==> config.mk <==
export PLATFORM = sky130hd
export DESIGN_NAME = rf_wb_seq
export DESIGN_NICKNAME = d
export VERILOG_FILES = /design/src/rtl/rf_wb_seq.sv
export SDC_FILE = /design/constraint.sdc
export NUM_CORES = 1
export LEC_CHECK = 0
export CAP_MARGIN = 20
export CORE_MARGIN = 5
export CORE_UTILIZATION = 39
export CTS_BUF_LIST = sky130_fd_sc_hd__clkbuf_8
export CTS_CLUSTER_DIAMETER = 60
export DETAILED_ROUTE_END_ITERATION = 10
export GPL_TIMING_DRIVEN = 0
export PLACE_DENSITY = 0.58
export RECOVER_POWER = 25
export SYNTH_ARGS = -nofsm -noshare
export SYNTH_HDL_FRONTEND = slang
export SYNTH_SLANG_ARGS = --single-unit
==> constraint.sdc <==
create_clock -name clk -period 2.2 [get_ports clk]
set_input_delay 0.33 -clock clk [delete_from_list [all_inputs] [get_ports clk]]
set_output_delay 0.33 -clock clk [all_outputs]
set_load 0.05 [all_outputs]
==> src/rtl/rf_wb_seq.sv <==
// Write-back sequencer: buffers write-back requests and expands each into the register
// file's read-then-merge-write cycle pairs (high half first for full-word writes).
module rf_wb_seq #(
   parameter int FIFO_DEPTH = 4,
   parameter int DATA_W     = 32,
   parameter int ADDR_W     = 4
) (
   input  logic                          clk,
   input  logic                          reset,
   input  logic                          req_valid,
   output logic                          req_ready,
   input  logic [ADDR_W-1:0]             req_reg,
   input  logic [DATA_W-1:0]             req_data,
   input  logic [1:0]                    req_mode,
   output logic                          rf_we,
   output logic [ADDR_W-1:0]             rf_write_reg,
   output logic [DATA_W-1:0]             rf_data_in,
   output logic                          rf_hl,
   output logic                          wb_busy,
   output logic                          wb_done,
   output logic [$clog2(FIFO_DEPTH):0]   fifo_count
);

   localparam int PTR_W = $clog2(FIFO_DEPTH);
   localparam int CNT_W = PTR_W + 1;

   localparam logic [1:0] MODE_DROP = 2'b00;
   localparam logic [1:0] MODE_LO   = 2'b01;
   localparam logic [1:0] MODE_HI   = 2'b10;
   localparam logic [1:0] MODE_FULL = 2'b11;

   typedef enum logic [2:0] {IDLE, RD_H, WR_H, RD_L, WR_L} state_t;

   typedef struct packed {
      logic [ADDR_W-1:0] rg;
      logic [DATA_W-1:0] data;
      logic [1:0]        mode;
   } wb_req_t;

   wb_req_t          fifo_mem [FIFO_DEPTH];
   wb_req_t          head;
   wb_req_t          work;
   logic [PTR_W-1:0] wr_ptr;
   logic [PTR_W-1:0] rd_ptr;
   logic [CNT_W-1:0] count;
   state_t           state;
   state_t           state_nx;
   logic             full;
   logic             empty;
   logic             push;
   logic             pop;
   logic             load;
   logic             finish;

   assign full      = (count == CNT_W'(FIFO_DEPTH));
   assign empty     = (count == '0);
   assign req_ready = !full;
   assign push      = req_valid && !full;
   assign head      = fifo_mem[rd_ptr];

   // Storage needs no reset: contents are only read when count says they are valid.
   always_ff @(posedge clk) begin
      if (push) fifo_mem[wr_ptr] <= {req_reg, req_data, req_mode};
   end

   always_ff @(posedge clk or posedge reset) begin
      if (reset) begin
         wr_ptr <= '0;
         rd_ptr <= '0;
         count  <= '0;
         state  <= IDLE;
         work   <= '0;
      end else begin
         if (push) wr_ptr <= wr_ptr + 1'b1;
         if (pop)  rd_ptr <= rd_ptr + 1'b1;
         case ({push, pop})
            2'b10:   count <= count + 1'b1;
            2'b01:   count <= count - 1'b1;
            default: count <= count;
         endcase
         state <= state_nx;
         if (load) work <= head;
      end
   end

   // A request finishes on WR_L, or on WR_H when only the high half is written.
   assign finish = (state == WR_L) || ((state == WR_H) && (work.mode != MODE_FULL));

   always_comb begin
      state_nx = state;
      pop      = 1'b0;
      load     = 1'b0;
      case (state)
         IDLE:    state_nx = IDLE;
         RD_H:    state_nx = WR_H;
         WR_H:    state_nx = (work.mode == MODE_FULL) ? RD_L : IDLE;
         RD_L:    state_nx = WR_L;
         WR_L:    state_nx = IDLE;
         default: state_nx = IDLE;
      endcase
      // Pop from IDLE or on the finishing write so back-to-back requests see no bubble.
      if (((state == IDLE) || finish) && !empty) begin
         pop = 1'b1;
         case (head.mode)
            MODE_FULL, MODE_HI: begin
               state_nx = RD_H;
               load     = 1'b1;
            end
            MODE_LO: begin
               state_nx = RD_L;
               load     = 1'b1;
            end
            default: state_nx = IDLE;
         endcase
      end
   end

   always_comb begin
      rf_we        = 1'b0;
      rf_hl        = 1'b0;
      rf_write_reg = '0;
      rf_data_in   = '0;
      case (state)
         RD_H: begin
            rf_hl        = 1'b1;
            rf_write_reg = work.rg;
         end
         WR_H: begin
            rf_we        = 1'b1;
            rf_hl        = 1'b1;
            rf_write_reg = work.rg;
            rf_data_in   = work.data;
         end
         RD_L: rf_write_reg = work.rg;
         WR_L: begin
            rf_we        = 1'b1;
            rf_write_reg = work.rg;
            rf_data_in   = work.data;
         end
         default: ;
      endcase
   end

   assign wb_done    = finish;
   assign wb_busy    = (state != IDLE) || !empty;
   assign fifo_count = count;

endmodule

== After elaboration in Yosys (flattened, before gate mapping) ==
Memory sizes are Yosys's and may differ from the RTL's.
Index checks and enable logic that the tools add are counted.

* Equality and inequality tests: 12
* Reduce and logical (&&, ||, !) cells: 17
* Add/sub/neg operators: 4
* Muxes and demuxes: 14

{| class="wikitable"
|+ Operators by type and width
! cell !! count
|-
| 2-to-1 mux 32 bit || 1
|-
| case mux 3 bit (3 select lines) || 1
|-
| == test 2 bit (second input constant) || 4
|-
| 2-to-1 mux 1 bit || 7
|-
| == test 3 x 2 -> 1 bit (second input constant) || 2
|-
| == test 3 bit (second input constant) || 2
|-
| logical NOT 3 bit || 2
|-
| case mux 3 bit (2 select lines) || 1
|-
| OR reduction 2 bit || 3
|-
| adder 2 x 1 -> 2 bit (second input constant) || 2
|-
| == test 2 x 1 -> 1 bit (second input constant) || 2
|-
| 2-to-1 mux 4 bit || 1
|-
| case mux 2 bit (2 select lines) || 1
|-
| OR reduction 4 bit || 1
|-
| adder 3 x 1 -> 3 bit (second input constant) || 1
|-
| == test 3 x 1 -> 1 bit (second input constant) || 1
|-
| logical AND 1 bit || 3
|-
| logical OR 1 bit || 3
|-
| 2-to-1 mux 3 bit || 1
|-
| nonzero test 3 bit || 1
|-
| OR reduction 3 bit || 1
|-
| subtractor 3 x 1 -> 3 bit (second input constant) || 1
|-
| logical NOT 1 bit || 2
|-
| 2-to-1 mux 2 bit || 1
|-
| other kinds (2) || 2
|}

* Bits of input ports: 41
* RAM bits: 152
* Register bits: 48
* Logic and storage cells: 55
* Memories: 1
* Output and inout bits: 44

{| class="wikitable"
|+ Memories
! memory !! words !! width !! read ports !! clocked after memory_dff !! wr ports !! line !! source
|-
| fifo_mem || 4 || 38 || 1 || 0 || 1 || 40 || <nowiki>wb_req_t fifo_mem [FIFO_DEPTH];</nowiki>
|}

== Longest topological paths before layout ==
* Depth in word-level cells: 8
* Gate-level depth with buffers: 10

== Least setup slack after synthesis ==
Ideal clock, no wire load.

* Path type: register to register
* From: register count[1], in the netlist fifo_count[1]
* To: memory fifo_mem[0][0] (netlist name), enable pin
* Stages on the path, launching flop included: 4
* Required time: 1.801 ns
* Data arrival time: 2.360 ns
* Slack: -0.559 ns
* Setup time: 0.399 ns
* Path through: dfrtp_1 inv_1 nand3_1 and3_1

* Word-level cells in the longest chain between the ends: 5

{| class="wikitable"
|+ RTL lines
! item !! line !! source
|-
| start, declared || 45 || <nowiki>logic [CNT_W-1:0] count;</nowiki>
|-
| start signal, assigned || 77 || <nowiki>2'b10: count <= count + 1'b1;</nowiki>
|-
| start signal, assigned || 78 || <nowiki>2'b01: count <= count - 1'b1;</nowiki>
|-
| start signal, assigned || 79 || <nowiki>default: count <= count;</nowiki>
|-
| == test 3 bit || 55 || <nowiki>assign full = (count == CNT_W'(FIFO_DEPTH));</nowiki>
|-
| logical NOT 1 bit || -- ||
|-
| net req_ready || 11 || <nowiki>output logic req_ready,</nowiki>
|-
| logical AND 1 bit || 58 || <nowiki>assign push = req_valid && !full;</nowiki>
|-
| 2-to-1 mux 1 bit || 63 || <nowiki>if (push) fifo_mem[wr_ptr] <= {req_reg, req_data, req_mode};</nowiki>
|-
| 2-to-1 mux 1 bit (not written as such) || 63 ||
|-
| end, declared || 40 ||
|}

The timed path passes the listed nets, and every way through them passes these cells.

== Worst setup path in the final report ==
* From: register state[2]
* To: output rf_data_in[30]

* Word-level cells in the longest chain between the ends: 3

{| class="wikitable"
|+ RTL lines
! item !! line !! source
|-
| start, declared || 46 || <nowiki>state_t state;</nowiki>
|-
| start signal, assigned || 81 || <nowiki>state <= state_nx;</nowiki>
|-
| == test 3 bit or == test 3 x 2 -> 1 bit (tied branches) || 123 || <nowiki>case (state)</nowiki>
|-
| OR reduction 2 bit (no line) (*) || -- ||
|-
| 2-to-1 mux 32 bit (*) || 123 ||
|-
| end, declared || 17 || <nowiki>output logic [DATA_W-1:0] rf_data_in,</nowiki>
|}

Mark *: on every way between the ends. The rest lies on a longest branch, timed or not.

==> results.yml <==
setup_path:
  r2r_slack_ps: 180
  crit_type: "flop to output port"
  ff2ff_path_depth: 6
  critPathLaunch: "state[2]"
  critPathCaptureType: "output port"
  cp.arrival_ps: 1860
  reg2reg_from: "rd_ptr[0]"
  endpoint: "rf_data_in[30]"
  r2r-end: "work[25]"
  worstPathRequired_ps: 1870
  path_max_fanout: 10
  start_kind: "flop"
grt:
  grt_pass1_wl_mm: 24.0
  grtUsageTotal: 0.136
  antenna_found_initial: 4
  grt_pass1_vias: 4188
  grt-ovfl-total: 0
  grt_max_degree: 32
timing:
  fin_skew_ps: 16.2
  fin_setup_tns_ps: 0
  rsz0062_at_grt: "yes"
  relSlewSlack: 0.639
  finalHoldViolCount: 0
  fmax_mhz: 457
  slew_violations: 0
  min_period_over_period: 0.995
  setup_violations: 0
  period_needed_ps: 2190
  tightestPinTransition_ps: 542
  setup_ws_ps: 11.1
power:
  vdd_drop_max_v: 0.000521
  p_seq_frac: 0.356
  power_uw: 15800
  p_clk_frac: 0.169
  power.density_nw_per_um2: 1590
  switchingPower_uw: 5540
  comb_power_share: 0.476
  p_sw_frac: 0.350
  internal-power_uw: 10300
  p_leak_uw: 0.00365
layout:
  layout-drive-gt1-share: 0.417
  area_growth_pct: 26.9
  ff_latch_area_um2: 5770
  final_area_um2: 9960
  multi_input_area_um2: 2080
  fillers: 1662
  finish.utilization: 0.507
  final_nets: 543
routing:
  drtAntennaViolNets: 0
  wirelength_mm: 15.1
  drtIter0Drc: 169
  dr.pass1.iters: 4
  wl_per_cell_um: 19.4
  via_per_inst: 4.84
  vias: 3759
  drc_errors: 0
floorplanning:
  die_area_um2: 23100
  start_util: 0.399
  die_w_um: 152
  io_pins: 85
  coreArea_um2: 19700
  dieHeight_um: 152
  rows: 51
logic_synthesis:
  synth_top_family_by_area: "multiplexers"
  synthSimpleGateAreaFrac: 0.0427
  synth_cell_types: 30
  synth_compound_area_frac: 0.00925
  syn_avg_cell_area_um2: 20.5
  synth_edf_count: 152
  ys_warn_count: 0
  synth_mux_area_frac: 0.177
  synthAdderAreaFrac: 0.0105
  synth.cell_area_um2: 7850
  async_reset_ff_frac: 0.240
  synth_seq_area_share: 0.735
  syn_inst: 382
  synth-main-ff-cell: "edfxtp_1"
  ys_ff_latch: 200
  synth_xor_area_frac: 0.00893
  synth_nets: 429
clocking:
  clock_latency_ps: 460
  cts_htree_levels: 4
  path_clk_slew_ps: 110
  cts_made_buffers: 17
  tritoncts: "built"
  cts-root-buf: "clkbuf_8"
  clock-sinks: 200
  clk_path_buf_depth: 2
hold_path:
  hp-class: "primary input to async pin"
placement:
  hpwl_mm: 9.63
  gp_congestion: 0.675
  dpl_cell_area_um2: 9140
  pre_cts_ws_ps: -913
  port-buffer-count: 84
run:
  cap_violations: 0
status:
  outcome: "completed"
[worst max-delay path: stages (launching register included)]
cell and delay [ps]:
dfrtp_2 450, nand2b_4 170, a21oi_4 160, buf_12 140
clkbuf_16 160, and2_4 170, buf_8 140
[cells in the final DEF (no fill, tap or decap), types with 2 or more instances in the layout]
master	n
a21oi_1	2
a22o_1	2
and2_1	10
and2_4	27
and3_2	4
buf_12	6
buf_2	6
buf_4	7
buf_6	7
buf_8	27
bufinv_16	5
clkbuf_16	3
clkbuf_2	7
clkbuf_4	4
clkbuf_8	18
clkdlybuf4s50_1	15
clkinv_1	2
dfrtp_1	42
dfrtp_2	6
diode_2	2
dlygate4sd3_1	28
edfxtp_1	152
ha_1	5
inv_1	5
inv_2	3
inv_6	4
mux2_1	8
mux2_4	29
mux4_2	38
nand2_1	4
nand2b_4	2
nor2_1	5
xnor2_1	4
xor2_1	3
[per-layer routing]
layer,GRT usage,up-vias,share of wire
met3,0.0432,15,0.049
met4,0.0411,4,0.011
li1,-,1697,-
met5,0,-,0.0013
met1,0.165,1972,0.41
met2,0.235,71,0.53
[synth_stat cells, drive strengths merged, types with 4 or more instances]
library cell	instances	share of area
mux2	37	0.067
clkbuf	8	0.0040
mux4	38	0.11
dfrtp	48	0.15
inv	8	0.0038
ha	5	0.0080
and3	4	0.0032
buf	9	0.0086
nor2	5	0.0024
edfxtp	152	0.58
and2	37	0.030
nand2	4	0.0019
xnor2	5	0.0056
[layout make-up]
class / count / area share
repair buffers: 96 / 0.111
clock inverters: 14 / 0.0219
clock buffers: 18 / 0.0249
flip-flops and latches: 200 / 0.580
diodes: 2 / 0.000503
multi-input cells: 157 / 0.208
inverters: 8 / 0.00302
well taps: 265 / 0.0333
plain buffers: 16 / 0.0173
[power by group through the flow]
stage	Combinational (µW)	Sequential, µW	Clock [µW]
final	7520	5620	2670
after CTS	7500	5630	2740
after global routing	8040	5730	2910
after detailed placement	6900	5660	0
after global placement	6720	5640	0
after floorplan	4940	5630	0
[state kept, by name, indices dropped and copies added, names as in the netlist]
| name | count |
|---|---|
| state | 3 |
| fifo_mem | 152 |
| rd_ptr | 2 |
| wr_ptr | 2 |
| work | 38 |
| fifo_count | 3 |
[how the worst min path moves through the flow]
| stage | start | endpoint | slack [ps] |
|---|---|---|---|
| after floorplan | req_mode[0] | fifo_mem[0][0] | 430 |
| after global placement | work[36] | work[36] | 460 |
| after detailed placement | work[34] | work[34] | 470 |
| after CTS | reset | work[15] | 190 |
| after global routing | reset | work[15] | 210 |
| final | reset | work[15] | 200 |
[per-stage QoR]
stage               hold WS, ps  cells
global placement            462    731
CTS                         188    772
detailed placement          467    736
global route                210    774
floorplan                   429    382
finish                      200    776
[logic make-up after synthesis]
group,Yosys count
XOR/XNOR,8
multiplexers,76
buffers and inverters,25
AND/OR/NAND/NOR,58
AO/OA/AOI/OAI,9
adder cells (fa/ha/maj),6
flip-flops,200
[what timing repair did]
item	in CTS	in global routing
buffers inserted	5	2
setup endpoints to repair	71	58
gates cloned	0	0
resized for setup	311	28
hold buffers	0	0
pin swaps	10	2
Note: power is estimated with default switching activity, not from simulation.
